File: src/rtl/cskipa_pipe_adder.sv
// ---------------------------------------------------------------------------
// cskipa_pipe_adder
//   Pipelined carry-skip adder. The operands are split into NBLK = WIDTH/BLK_W
//   blocks. Pipeline stage k adds block k, using the carry registered by
//   stage k-1 (stage 0 uses i_cin). Each block's carry-out is taken from the
//   skip path when the whole block propagates, and from the ripple chain
//   otherwise. Operand bits not yet added and sum bits already computed
//   travel with the beat. The last stage is the output register.
//   A single global enable (en = !o_valid || i_ready) advances or holds the
//   whole pipeline, so bubbles stay in place and beat order is kept.
//
// Parameters
//   WIDTH  operand/sum width, must be >= 2
//   BLK_W  carry-skip block width, must divide WIDTH exactly
//
// Ports
//   i_clk        clock, rising edge
//   i_rst        synchronous active-high reset
//   i_valid      operand beat offered
//   o_ready      beat accepted this cycle when i_valid is high (equals en)
//   i_add_term1  first addend
//   i_add_term2  second addend
//   i_cin        carry-in
//   o_valid      result beat present
//   i_ready      downstream accepts the result
//   o_ovf        signed overflow of the beat (only with CSKIPA_OVF_EN)
//   sum          registered sum
//   cout         registered carry-out of bit WIDTH-1
//
// Configuration
//   CSKIPA_OVF_EN  define to add the o_ovf port and its logic
// ---------------------------------------------------------------------------
module cskipa_pipe_adder #(
    parameter int WIDTH = 8,
    parameter int BLK_W = 4
) (
    input  logic             i_clk,
    input  logic             i_rst,
    input  logic             i_valid,
    output logic             o_ready,
    input  logic [WIDTH-1:0] i_add_term1,
    input  logic [WIDTH-1:0] i_add_term2,
    input  logic             i_cin,
    output logic             o_valid,
    input  logic             i_ready,
`ifdef CSKIPA_OVF_EN
    output logic             o_ovf,
`endif
    output logic [WIDTH-1:0] sum,
    output logic             cout
);

    localparam int NBLK = WIDTH / BLK_W;

    // One beat in flight: operands, partial sum and the carry into the next block.
    typedef struct packed {
        logic             vld;
        logic [WIDTH-1:0] a;
        logic [WIDTH-1:0] b;
        logic [WIDTH-1:0] s;
        logic             c;
    } beat_t;

    typedef struct packed {
        logic [WIDTH-1:0] s;
        logic             c;
    } blk_res_t;

    // Adds block k of a/b into s. The carry-out takes the skip path when
    // every bit of the block propagates.
    function automatic blk_res_t blk_add(input int k,
                                         input logic [WIDTH-1:0] a,
                                         input logic [WIDTH-1:0] b,
                                         input logic [WIDTH-1:0] s,
                                         input logic c_in);
        blk_res_t r;
        logic     carry;
        logic     prop;
        logic     x;
        int       idx;
        r.s   = s;
        carry = c_in;
        prop  = 1'b1;
        for (int j = 0; j < BLK_W; j++) begin
            idx      = k * BLK_W + j;
            x        = a[idx] ^ b[idx];
            r.s[idx] = x ^ carry;
            carry    = (a[idx] & b[idx]) | (x & carry);
            prop     = prop & x;
        end
        r.c = prop ? c_in : carry;
        return r;
    endfunction

    logic     en;
    beat_t    in_beat;
    beat_t    last_src;
    blk_res_t res_last;

    logic             o_valid_q, o_valid_d;
    logic [WIDTH-1:0] sum_q, sum_d;
    logic             cout_q, cout_d;

    always_comb begin
        in_beat.vld = i_valid;
        in_beat.a   = i_add_term1;
        in_beat.b   = i_add_term2;
        in_beat.s   = '0;
        in_beat.c   = i_cin;
    end

    // Intermediate stages 0 .. NBLK-2; absent when there is a single block.
    if (NBLK > 1) begin : g_pipe
        beat_t    pipe_q [NBLK-1];
        beat_t    pipe_d [NBLK-1];
        blk_res_t res;

        always_comb begin
            // NOTE: every variable gets a value on every pass through the
            // block, so no latch is inferred.
            res          = blk_add(0, in_beat.a, in_beat.b, in_beat.s, in_beat.c);
            pipe_d[0]    = in_beat;
            pipe_d[0].s  = res.s;
            pipe_d[0].c  = res.c;
            for (int k = 1; k < NBLK - 1; k++) begin
                res         = blk_add(k, pipe_q[k-1].a, pipe_q[k-1].b,
                                      pipe_q[k-1].s, pipe_q[k-1].c);
                pipe_d[k]   = pipe_q[k-1];
                pipe_d[k].s = res.s;
                pipe_d[k].c = res.c;
            end
        end

        always_ff @(posedge i_clk) begin
            if (i_rst) begin
                // NOTE: only the valid bits are reset; the data fields are
                // ignored while their stage is invalid.
                for (int k = 0; k < NBLK - 1; k++) begin
                    pipe_q[k].vld <= 1'b0;
                end
            end else if (en) begin
                pipe_q <= pipe_d;
            end
        end

        always_comb last_src = pipe_q[NBLK-2];
    end else begin : g_single
        always_comb last_src = in_beat;
    end

`ifdef CSKIPA_OVF_EN
    logic ovf_q, ovf_d;
`endif

    always_comb begin
        en        = !o_valid_q || i_ready;
        res_last  = blk_add(NBLK - 1, last_src.a, last_src.b, last_src.s, last_src.c);
        o_valid_d = last_src.vld;
        sum_d     = res_last.s;
        cout_d    = res_last.c;
`ifdef CSKIPA_OVF_EN
        // a^b^s at the MSB recovers the carry into bit WIDTH-1.
        ovf_d     = last_src.a[WIDTH-1] ^ last_src.b[WIDTH-1]
                  ^ res_last.s[WIDTH-1] ^ res_last.c;
`endif
    end

    always_ff @(posedge i_clk) begin
        // NOTE: non-blocking assignments so every flop samples pre-edge values.
        if (i_rst) begin
            o_valid_q <= 1'b0;
            sum_q     <= '0;
            cout_q    <= 1'b0;
`ifdef CSKIPA_OVF_EN
            ovf_q     <= 1'b0;
`endif
        end else if (en) begin
            o_valid_q <= o_valid_d;
            sum_q     <= sum_d;
            cout_q    <= cout_d;
`ifdef CSKIPA_OVF_EN
            ovf_q     <= ovf_d;
`endif
        end
    end

    assign o_ready = en;
    assign o_valid = o_valid_q;
    assign sum     = sum_q;
    assign cout    = cout_q;
`ifdef CSKIPA_OVF_EN
    assign o_ovf   = ovf_q;
`endif

endmodule

File: config.mk
export PLATFORM = sky130hd
export DESIGN_NAME = cskipa_pipe_adder
export DESIGN_NICKNAME = d
export VERILOG_FILES = /design/src/rtl/cskipa_pipe_adder.sv
export SDC_FILE = /design/constraint.sdc
export NUM_CORES = 1
export LEC_CHECK = 0
export BUFFER_PORTS_ARGS = -buffer_cell sky130_fd_sc_hd__buf_2
export CAP_MARGIN = 40
export CORE_UTILIZATION = 50
export DETAILED_ROUTE_END_ITERATION = 12
export PLACE_DENSITY = 0.77
export RECOVER_POWER = 25
export SYNTH_ARGS = -nofsm -noshare
export SYNTH_HDL_FRONTEND = slang
export SYNTH_SLANG_ARGS = --single-unit
File: constraint.sdc
create_clock -name i_clk -period 2.5 [get_ports i_clk]
set_input_delay 0.5 -clock i_clk [delete_from_list [all_inputs] [get_ports i_clk]]
set_output_delay 0.5 -clock i_clk [all_outputs]
set_load 0.005 [all_outputs]
# [Word-level counts from Yosys, hierarchy flattened]
# Index checks and enable logic that the tools add are counted.
[word_totals] input_bits=21 reg_bits=32 output_inout_bits=11 wordCells=60
[classes] bitwise=47 n_reduce_logical=3 muxes=2
[ops] operator="$and 1x1->1" n=22
[ops] operator="$xor 1x1->1" n=16
[ops] operator="$or 1x1->1" n=8
[ops] operator="$mux 1" n=2
[ops] operator="$reduce_and 2->1" n=1
[ops] operator="$logic_not 1->1" n=1
[ops] operator="$logic_or 1x1->1" n=1
[ops] operator="$not 1->1" n=1

# [Logic depth before layout (Yosys ltp)]
[logic_depth] ltp_word=10 depth_mapped=9 ltp_nobuf=9

# [Worst setup path before layout]
# No wires, ideal clock.
[synth_timing] path_type="input -> register" startpoint="in i_add_term1[0]" endpoint="reg g_pipe.pipe_q[4] (netlist name) (data pin)" path_slack_ns=0.379 path_buffers=0 stages=8 setup_time_ns=0.129 required_ns=2.371 arrival_time_ns=1.993 path_cell_list="inv_1 fa_1 inv_1 fa_1 fa_1 inv_1 fa_1 inv_1"
[synth_rtl] element="start, declared" line="41" text="input logic [WIDTH-1:0] i_add_term1,"
[synth_rtl] element="end signal, assigned" line="142" text="pipe_q <= pipe_d;"
[synth_rtl] element="end, declared" line="114" text="beat_t pipe_q [NBLK-1];"

# [Worst setup path in the final report]
[layout_timing] startpoint="reg g_pipe.pipe_q[0] (netlist name)" endpoint="reg sum_q[7], in the netlist sum[7]"
[layout_between] elab_chain_cells=7
[layout_lines] element="$and 1x1->1" line="88" text="carry = (a[idx] & b[idx]) | (x & carry);"
[layout_lines] element="$or 1x1->1" line="88"
[layout_lines] element="$and 1x1->1" line="88"
[layout_lines] element="$or 1x1->1" line="88"
[layout_lines] element="$and 1x1->1" line="88"
[layout_lines] element="$or 1x1->1" line="88"
[layout_lines] element="$xor 1x1->1" line="87" text="r.s[idx] = x ^ carry;"
[layout_lines] element="end signal, assigned" line="179" text="sum_q <= sum_d;"
[layout_lines] element="end, declared" line="101" text="logic [WIDTH-1:0] sum_q, sum_d;"
# No other way between the ends.
# A chain may end at the register's enable or synchronous reset.

==> results.yml <==
placed_design:
  dp.cells: 154
  placed_area_um2: 1324
  dp_slack_ps: 198.2
  io_buffers: 31
  hpwlAfterDp_um: 1306
  gp_congestion: 0.7497
logic_synthesis:
  yosysWarnings: 0
  yosysMostFrequentCell: "inv_1"
  synthCells: 97
  syn_nets: 134
  async_reset_ff_frac: 0
  synth-main-ff-cell: "edfxtp_1"
  ys_ff_latch: 24
  synth_area_leader_cell: "edfxtp_1"
  synth_compound_area_frac: 0.07042
  synth_top_family_by_area: "adder cells"
  synth_adder_area_share: 0.2254
  synth.avg_cell_area_um2: 11.91
  synth_xor_area_frac: 0
  synth_mux_area_frac: 0
  yosys.area_share.simple: 0.09209
  netlist_top_cells_area: "edfxtp_1, dfxtp_1, fa_1"
  synth_common_cells: "inv_1, nand2_1, edfxtp_1"
  synth_top_area_frac: 0.3380
  ys_seq_area_frac: 0.5287
  synth-edff-count: 13
  synth_cell_types: 17
  synth_area_um2: 1155
final_layout:
  layout-drive-gt1-share: 0.3077
  syn2layout_area_growth_pct: 17.66
  fin_area_um2: 1359
  instances_no_fill: 158
  antenna_cells: 0
  fin_nets: 168
routing:
  vias: 732
  highest_layer: "met4"
  routed_wl_um: 1581
  post_drt_via_cell_ratio: 4.633
  drt_iter0_markers: 12
  wl_met2_um: 746
  drt-met1-wl_um: 686
  wl_met3_um: 98
  dr.pass1.iters: 4
  drc: 0
  avgRoutedWirePerCell_um: 10.01
  antenna_left: 0
worst_setup_path:
  cp_max_fo: 2
  crit_type: "reg2reg"
  cp.required_ps: 2740
  startpoint_type: "flip-flop"
  end_kind: "flip-flop"
  cp.arrival_ps: 2430
timing:
  slew_viol_final: 0
  setup_viol: 0
  clock.fmax_ghz: 0.4557
  fin_setup_tns_ps: 0
  period_share: 0.8778
  hold_violations: 0
  worst-slew-pin-transition_ps: 275.2
  skew_ps: 4.709
  finalWorstPathRequiredPeriod_ps: 2194
  setup_slack_ps: 305.6
  relSlewSlack: 0.8162
  rsz0062_at_grt: "false"
die:
  core-area_um2: 2191
  rows: 17
  initial_utilization: 0.5271
  die_h_um: 50.06
  dieArea_um2: 2506
  num_io_pins: 32
  die_x_um: 50.06
clocking:
  cts_buffer_depth: 2
  cts_max_level: 1
  clk_latency_ps: 310
  cts_tree: "yes"
  hold_buffers: 0
  postCtsSetupBuffers: 0
  cts-buffers-inserted: 3
  root_buffer: "clkbuf_4"
  clk_pin_slew_worst_paths_ps: 120
  cts_sinks: 24
  ctsResizeCount: 0
global_route:
  overflow: 0
  grt_pass1_vias: 681
  antenna_found_initial: 0
  gr-usage-all-layers: 0.1509
  grt_max_degree: 14
  grt_pass1_wl_um: 2732
power:
  vdd_drop_max_mv: 0.3604
  power_frac_comb: 0.156
  power.share.switching: 0.2356
  internal_power_uw: 605.9
  pwr-share-seq: 0.596
  p_leak_nw: 0.6533
  total_power_uw: 792.6
  switching_power_uw: 186.7
  p_per_area_nw_per_um2: 583.3
  clkPwrFrac: 0.248
flow_run:
  drv_cap: 0
status:
  run_status: "complete, no violations"
min_path:
  hold_class: "in2reg"
-- registers in the layout, summed over array words and instances, names as in the netlist --
signal	flops
cout	1
o_valid_d	1
sum	8
o_valid	1
g_pipe.pipe_q	13
-- layer usage --
metal  GRT usage  up-vias
met3     0.02160        4
met2      0.2444       27
li1            -      371
met4      0.1143        0
met5           0        -
met1      0.1787      330
-- critical path: stages, from the launching register on --
cell      delay, ps
edfxtp_1        410
inv_1            90
fa_1            170
inv_1            50
fa_1            370
fa_1            380
inv_1            80
fa_1            420
a211oi_2        170
-- cells by family after synthesis --
family / count (synthesis)
AOI/OAI and AO/OA: 12
adders and majority gates: 16
buffers and inverters: 21
DFF: 24
and+or+nand+nor: 24
-- power by group through the flow --
stage	combinational, mW	clock (mW)	sequential (mW)
floorplan	0.0716	0	0.483
global placement	0.121	0	0.481
detailed placement	0.127	0	0.482
CTS	0.127	0.203	0.473
global route	0.145	0.215	0.477
finish	0.123	0.197	0.473
-- placed cells by master (no fill, tap or decap), drive strengths merged --
cell type  netlist  routed
ha               8       8
inv             18      18
clkbuf           1       5
buf              2      31
dfxtp           11      11
nor2             6       6
a21oi            9       9
fa               8       8
edfxtp          13      13
a211oi           2       2
nand4            2       2
nor2b            1       1
nand3            1       1
nand2           14      14
o311a            1       1
-- cell type report --
| cell class | count | area (µm²) |
|---|---|---|
| Fill cell | 194 | 832.0 |
| Sequential cell | 24 | 610.6 |
| Multi-Input combinational cell | 52 | 447.9 |
| Timing Repair Buffer | 32 | 161.4 |
| Inverter | 18 | 67.56 |
| Clock buffer | 4 | 36.28 |
| Tap cell | 28 | 35.03 |
-- worst paths after layout --
check                                                start                          end  slack (ps)  cells after the start
worst min register to register         sum[3]$_SDFFE_PP0N_          sum[3]$_SDFFE_PP0N_         460                      2
worst max-delay path            g_pipe.pipe_q[0]$_DFFE_PP_          sum[7]$_SDFFE_PP0N_         310                      8
worst min-delay path                        i_add_term2[5]  g_pipe.pipe_q[14]$_DFFE_PP_         360                      1
worst max register to register  g_pipe.pipe_q[0]$_DFFE_PP_          sum[7]$_SDFFE_PP0N_         310                      8
-- per-stage QoR --
| stage | hold WS [ps] | utilization |
|---|---|---|
| final | 362.0 | 0.6202 |
| after CTS | 346.5 | 0.6208 |
| after global placement | 439.1 | 0.6042 |
| after global routing | 342.6 | 0.6202 |
| after floorplan | 432.2 | - |
| after detailed placement | 443.3 | 0.6042 |
No activity file was read; power rests on OpenSTA's default activity.
